<file path="src/rtl/microwave_timer_ctrl.sv">
// Microwave cook-cycle controller: decodes panel buttons and the door sensor, then sequences the countdown chain.
// Outputs are registered one cycle after the decision, except cnt_en, which is combinational.
module microwave_timer_ctrl #(
    parameter int BEEP_TICKS = 3
) (
    input  logic       clk,
    input  logic       clrn,
    input  logic       tick,
    input  logic       startn,
    input  logic       stopn,
    input  logic       setn,
    input  logic       door_closed,
    input  logic       zero,
    output logic       cnt_loadn,
    output logic       cnt_clrn,
    output logic       cnt_en,
    output logic       mag_on,
    output logic       beep,
    output logic [2:0] state
);

    typedef enum logic [2:0] {
        ST_IDLE  = 3'd0,
        ST_READY = 3'd1,
        ST_COOK  = 3'd2,
        ST_PAUSE = 3'd3,
        ST_DONE  = 3'd4
    } state_t;

    localparam logic [3:0] BEEP_LAST = 4'(BEEP_TICKS);

    state_t     state_q, state_d;
    logic       start_q, stop_q, set_q;
    logic [3:0] beep_cnt_q, beep_cnt_d;
    logic       loadn_q, loadn_d;
    logic       clrn_q, clrn_d;
    logic       mag_q, mag_d;
    logic       beep_q, beep_d;
    logic       start_ev, stop_ev, set_ev;
    logic       can_cook;

    // A press is a 1->0 step between the previous and current sample.
    assign start_ev = start_q & ~startn;
    assign stop_ev  = stop_q  & ~stopn;
    assign set_ev   = set_q   & ~setn;
    assign can_cook = door_closed & ~zero;

    always_ff @(posedge clk or negedge clrn) begin
        if (!clrn) begin
            state_q    <= ST_IDLE;
            start_q    <= 1'b1;
            stop_q     <= 1'b1;
            set_q      <= 1'b1;
            beep_cnt_q <= 4'd0;
            loadn_q    <= 1'b1;
            clrn_q     <= 1'b0;
            mag_q      <= 1'b0;
            beep_q     <= 1'b0;
        end else begin
            state_q    <= state_d;
            start_q    <= startn;
            stop_q     <= stopn;
            set_q      <= setn;
            beep_cnt_q <= beep_cnt_d;
            loadn_q    <= loadn_d;
            clrn_q     <= clrn_d;
            mag_q      <= mag_d;
            beep_q     <= beep_d;
        end
    end

    always_comb begin
        state_d    = state_q;
        beep_cnt_d = 4'd0;
        loadn_d    = 1'b1;
        clrn_d     = 1'b1;
        case (state_q)
            ST_IDLE: begin
                if (set_ev) begin
                    state_d = ST_READY;
                    loadn_d = 1'b0;
                end
            end
            ST_READY: begin
                if (stop_ev) begin
                    state_d = ST_IDLE;
                    clrn_d  = 1'b0;
                end else if (start_ev) begin
                    if (can_cook) state_d = ST_COOK;
                end else if (set_ev) begin
                    loadn_d = 1'b0;
                end
            end
            ST_COOK: begin
                if (!door_closed || stop_ev) state_d = ST_PAUSE;
                else if (zero)               state_d = ST_DONE;
            end
            ST_PAUSE: begin
                if (stop_ev) begin
                    state_d = ST_IDLE;
                    clrn_d  = 1'b0;
                end else if (start_ev && can_cook) begin
                    state_d = ST_COOK;
                end
            end
            ST_DONE: begin
                if (stop_ev || start_ev) begin
                    state_d = ST_IDLE;
                end else if (tick) begin
                    // The final tick returns to IDLE with the counter cleared.
                    if (beep_cnt_q + 4'd1 >= BEEP_LAST) state_d = ST_IDLE;
                    else                                beep_cnt_d = beep_cnt_q + 4'd1;
                end else begin
                    beep_cnt_d = beep_cnt_q;
                end
            end
            default: state_d = ST_IDLE;
        endcase
        mag_d  = (state_d == ST_COOK);
        beep_d = (state_d == ST_DONE);
    end

    // Gated by zero so the chain never wraps below 00:00.
    assign cnt_en    = tick & (state_q == ST_COOK) & door_closed & ~zero;
    assign cnt_loadn = loadn_q;
    assign cnt_clrn  = clrn_q;
    assign mag_on    = mag_q;
    assign beep      = beep_q;
    assign state     = state_q;

endmodule

</file>
<file path="config.mk">
export PLATFORM = sky130hd
export DESIGN_NAME = microwave_timer_ctrl
export DESIGN_NICKNAME = d
export VERILOG_FILES = /design/src/rtl/microwave_timer_ctrl.sv
export SDC_FILE = /design/constraint.sdc
export NUM_CORES = 1
export LEC_CHECK = 0
export ABC_CLOCK_PERIOD_IN_PS = 1900
export CAP_MARGIN = 20
export CORE_UTILIZATION = 47
export DETAILED_ROUTE_END_ITERATION = 7
export GPL_TIMING_DRIVEN = 0
export PLACE_DENSITY_LB_ADDON = 0.3
export SYNTH_ARGS = -nofsm -noshare
export SYNTH_HDL_FRONTEND = slang
export SYNTH_SLANG_ARGS = --single-unit
</file>
<file path="constraint.sdc">
create_clock -name clk -period 1.9 [get_ports clk]
set_input_delay 0.285 -clock clk [delete_from_list [all_inputs] [get_ports clk]]
set_output_delay 0.285 -clock clk [all_outputs]
set_load 0.005 [all_outputs]
</file>
==> results.ini, run 1 <==
[outcome]
status = completed

[clock_tree]
cts_sinks = 14
cts_tree = built
cts_inserted_buffers = 3
insertion_delay_ns = 0.28
clockRootBuffer = clkbuf_4
clkTransAtPathRegs_ns = 0.09
hold_buffers = 0
clockBufferDepth = 2
cts_max_level = 1

[placed_design]
dpl_cell_area_um2 = 871
post-dp-hpwl_um = 1050
dp.cells = 97
place.gp.congestion = 0.852
portBuffers = 14
place_ws_ns = 0.000391

[sta]
holdWs_ns = 0.381
worst_slack_ns = 0.143
finalMaxSlewViolations = 0
skew_ns = 0.00845
slew_headroom_pct = 59.2
setup_viol = 0
grt_setup_unrepaired = no
fin_crit_sh_pct = 92.5
tns_ns = 0
tightest_slew_ns = 0.610
fmax_mhz = 569
fin_crit_ns = 1.76
hold_violations = 0

[global_routing]
grt_max_degree = 15
gr-total-overflow = 0
antenna_found_initial = 0
track_usage_pct = 22.9
grt_pass1_vias = 567
grt_pass1_wl_um = 2430

[cells_and_area]
diodes = 0
post-route-util_pct = 69.0
fin_area_um2 = 931
stdcell_count = 103
fin_nets = 99
mostFrequentLayoutCells = 13 x clkdlybuf4s50_1, 9 x dfrtp_1, 5 x nand2_1
area_growth_syn_to_layout_pct = 30.8
final_common_cell = clkdlybuf4s50_1
drive_gt1_share_pct = 18.2

[synthesis]
ys_seq_elements = 14
synth_edf_count = 0
ys_seq_area_share_pct = 49.9
synthArstFlopShare_pct = 100
synth_cell_types = 36
syn_area_um2 = 712
synth_area_per_cell_um2 = 10.5
yosysWarnings = 0
ys.flop_type = dfrtp_1
synth_cells = 68
synth_nets = 78

[routing]
via_count = 602
via_per_inst = 5.84
drt_iter0_markers = 11
drtPass1Iterations = 4
drt-total-wl_um = 1540
wl_per_cell_um = 14.9
drc_errors = 0
drtAntennaViolNets = 0

[worst_setup_path]
startpoint_type = flop
path_max_fanout = 13
cp_slowest_cell = dfrtp_1
worstPathCellList = clkdlybuf4s50_1
end_kind = output pin
worst-path-buf-inv = 1
critPathTopFamily = flip-flops
path_class = reg -> out
cp.required_ns = 1.62
slowest_delay_ns = 0.60
critPathArrivalTime_ns = 1.47
reg2reg_from = beep_cnt_q[0]
crit_start = state[0]

[die]
num_rows = 13
die_w_um = 40.9
die_y_um = 40.9
coreArea_um2 = 1350
dieArea_um2 = 1670
start_util_pct = 52.7
ios = 16

[pwr]
p_sw_mw = 0.137
vdd_drop_max_mv = 0.374
p_leak_nw = 0.396
power_mw = 0.571
p_clk_share_pct = 30.7
intPower_mw = 0.433
cellPowerDensity_nw_per_um2 = 613
seq_power_share_pct = 56.0
p_sw_share_pct = 24.1
comb_power_share_pct = 13.3

[worst_hold_path]
hold_class = in -> async

[run]
drv_cap = 0

registers in the layout, summed over array words and instances, names as in the netlist:
register    flops
start_q         1
beep_cnt_q      4
stop_q          1
set_q           1
cnt_clrn        1
beep            1
mag_on          1
cnt_loadn       1
state           3
worst paths after layout:
check                           endpoint  slack [ns]  depth (start not counted)
max                             state[0]        0.14                          1
min                        beep_cnt_q[0]        0.38                          1
max reg2reg                     state[2]        0.31                          4
min reg2reg                    cnt_loadn        0.60                          4
max in group asynchronous       state[2]        1.09                          1
min in group clk           beep_cnt_q[2]        0.39                          2
cell families (layout without fill, tap and decap cells):
logic type / Yosys count / after routing / synth area share [%]
fa+ha+maj: 2 / 2 / 3.51
xor+xnor: 1 / 1 / 1.23
simple gates: 29 / 29 / 26.5
buf+inv: 5 / 25 / 2.81
compound gates: 17 / 17 / 16.0
flops: 14 / 14 / 49.9
worst reg2reg max path: stages (launching register included):
cell,delay (ns)
dfrtp_1,0.44
ha_1,0.26
or4_1,0.47
a31o_1,0.26
o21ai_0,0.08
routing by layer:
| layer | global-route usage [%] | wire (µm) |
|---|---|---|
| met5 | 0 | 0 |
| met4 | 7.50 | 27 |
| met3 | 5.43 | 78 |
| met2 | 39.1 | 748 |
| met1 | 28.0 | 684 |
final cells by class:
type / count / area, µm²
fill: 112 / 419
sequential: 14 / 357
tap: 15 / 18.8
inverter: 2 / 7.51
buffer: 2 / 8.76
clock buffer: 4 / 26.3
multi-input combinational: 49 / 352
timing repair buffer: 17 / 161
synthesized netlist by cell type, types with 3 or more instances:
| cell type | n | area (µm²) |
|---|---|---|
| a21oi_1 | 4 | 20.0 |
| dfrtp_1 | 10 | 250 |
| dfstp_2 | 4 | 105 |
| nand2_1 | 5 | 18.8 |
| nor2_1 | 3 | 11.3 |
| o21ai_0 | 4 | 20.0 |
power groups by stage:
stage	clock [mW]	combinational (mW)	sequential [mW]
after floorplan	0	0.0343	0.322
after global placement	0	0.0729	0.321
after detailed placement	0	0.0744	0.321
after CTS	0.179	0.0759	0.319
after global routing	0.198	0.0829	0.321
final	0.175	0.0760	0.320
timing repair:
action | CTS | global route
setup endpoints to repair | 1 | 0
gates resized for setup | 6 | 0
hold endpoints to repair | 0 | 0
setup buffers | 3 | 0
Power figures use the tool's default switching activity.
==> run 2, diff against run 1 <==
Settings changed: ABC_CLOCK_PERIOD_IN_PS 1900 to 1700.
Clock period 1.9 ns to 1.7 ns, I/O delays scaled along.
==> run 2 against run 1 <==
Effect of this change: cell count is 0.97% higher; clock-buffer cell count stayed put; global-route usage is 0.11 points lower; non-clock buffer count is 1 higher; design area is 0.54% higher; worst hold slack worse by 0.023 ns; core utilization is 0.37 points higher; flip-flop and latch count stayed put; critical path depth is 1 higher; clock power is 10% higher; power is 12% higher; first-iteration DRC count is 64% higher; critical path type unchanged; highest routed layer unchanged.
==> results.ini, run 2 (synthesized netlist as in run 1, its figures left out) <==
[routing]
drtAntennaViolNets = 0
via_per_inst = 5.72
via_count = 595
drtPass1Iterations = 4
drt-total-wl_um = 1550
wl_per_cell_um = 14.9
drc_errors = 0
drt_iter0_markers = 18

[cells_and_area]
final_common_cell = clkdlybuf4s50_1
fillers = 110
mostFrequentLayoutCells = 13 x clkdlybuf4s50_1, 8 x dfrtp_1, 5 x nand2_1
stdcell_count = 104
area_growth_syn_to_layout_pct = 31.5
diodes = 0
drive_gt1_share_pct = 21.3
fin_area_um2 = 936
fin_nets = 100
top_register = beep_cnt_q
largest_reg_flops = 4

[worst_setup_path]
crit_start = state[2]
cp.required_ns = 1.44
path_max_fanout = 8
r2r_cells = 4
worstPathCellList = buf_4 -> clkdlybuf4s50_1
reg2reg_from = beep_cnt_q[0]
slowest_delay_ns = 0.51
startpoint_type = flop
path_class = reg -> out
end_kind = output pin
critPathArrivalTime_ns = 1.35
cp_slowest_cell = clkdlybuf4s50_1

[clock_tree]
cts_max_level = 1
clkTransAtPathRegs_ns = 0.09
cts_sinks = 14
clockBufferDepth = 2
cts_tree = built
cts_inserted_buffers = 3
insertion_delay_ns = 0.27
clockRootBuffer = clkbuf_4
hold_buffers = 0

[pwr]
p_leak_nw = 0.396
p_sw_mw = 0.152
comb_power_share_pct = 13.5
p_clk_share_pct = 30.3
p_sw_share_pct = 23.8
vdd_drop_max_mv = 0.420
seq_power_share_pct = 56.1
power_mw = 0.637
cellPowerDensity_nw_per_um2 = 681
intPower_mw = 0.485

[global_routing]
grt_pass1_vias = 564
gr-total-overflow = 0
antenna_found_initial = 0
track_usage_pct = 22.8
grt_max_degree = 15
grt_pass1_wl_um = 2420

[placed_design]
portBuffers = 14
place_ws_ns = -0.170
post-dp-hpwl_um = 1050
dp.cells = 97
dpl_cell_area_um2 = 871
place.gp.congestion = 0.852

[die]
ios = 16
coreArea_um2 = 1350
num_rows = 13
die_w_um = 40.9
dieArea_um2 = 1670
die_y_um = 40.9
start_util_pct = 52.7

[outcome]
status = completed

[sta]
fin_crit_ns = 1.61
fin_crit_sh_pct = 94.5
grt_setup_unrepaired = no
worst_slack_ns = 0.0941
hold_violations = 0
setup_viol = 0
tightest_slew_ns = 0.616
slew_headroom_pct = 58.8
finalMaxSlewViolations = 0
holdWs_ns = 0.358
skew_ns = 0.00867
fmax_mhz = 623

[run]
drv_cap = 0

[worst_hold_path]
hold_class = in -> async

-- run 2: worst max-delay path: cells and delay by family, from the launching register on --
kind / cells / cell delay (ns)
DFF: 1 / 0.41
buffers and inverters: 2 / 0.67
-- run 2: worst paths after layout --
| check | to | slack, ns |
|---|---|---|
| min reg2reg | cnt_loadn | 0.60 |
| max | state[2] | 0.09 |
| max reg2reg | state[2] | 0.10 |
| min | beep_cnt_q[0] | 0.36 |
| min in group clk | beep_cnt_q[2] | 0.37 |
| max in group asynchronous | state[0] | 0.91 |
-- run 2: metal layers --
| layer | global-route usage [%] | vias up | wire, µm |
|---|---|---|---|
| met1 | 28.0 | 282 | 698 |
| met4 | 7.50 | 0 | 17 |
| met5 | 0 | - | 0 |
| li1 | - | 289 | - |
| met2 | 38.7 | 22 | 751 |
| met3 | 5.43 | 2 | 79 |
-- run 2: layout make-up --
cell class / count / area, µm² / area share (%)
Buffer: 2 / 8.76 / 0.936
Multi-Input combinational cell: 49 / 352 / 37.6
Clock buffer: 4 / 26.3 / 2.81
Timing Repair Buffer: 18 / 165 / 17.6
Sequential cell: 14 / 358 / 38.2
Tap cell: 15 / 18.8 / 2.01
Inverter: 2 / 7.51 / 0.802
-- run 2: timing repair --
action / in CTS / in global routing
buffers inserted: 3 / 1
gates resized for setup: 7 / 2
pin swaps: 0 / 0
setup endpoints to repair: 1 / 1
-- run 2: power by group through the flow --
stage          logic [mW]  registers (mW)  clock network, mW
3_5_place_dp       0.0832           0.359                  0
4_1_cts            0.0848           0.357              0.201
2_1_floorplan      0.0384           0.359                  0
3_3_place_gp       0.0814           0.359                  0
6_report           0.0861           0.358              0.193
5_1_grt            0.0937           0.360              0.221
-- run 2: metrics by stage --
| step | utilization, % | setup TNS (ns) |
|---|---|---|
| after floorplan | - | 0 |
| after global placement | 64.5 | -0.193 |
| after detailed placement | 64.5 | -0.274 |
| after CTS | 69.0 | 0 |
| after global routing | 69.3 | 0 |
| final | 69.3 | 0 |
==> run 3, diff against run 2 <==
Settings changed: SLEW_MARGIN set to 5.
==> results of run 3 <==
The final DEF is identical to that of run 2; final timing and power are the same.
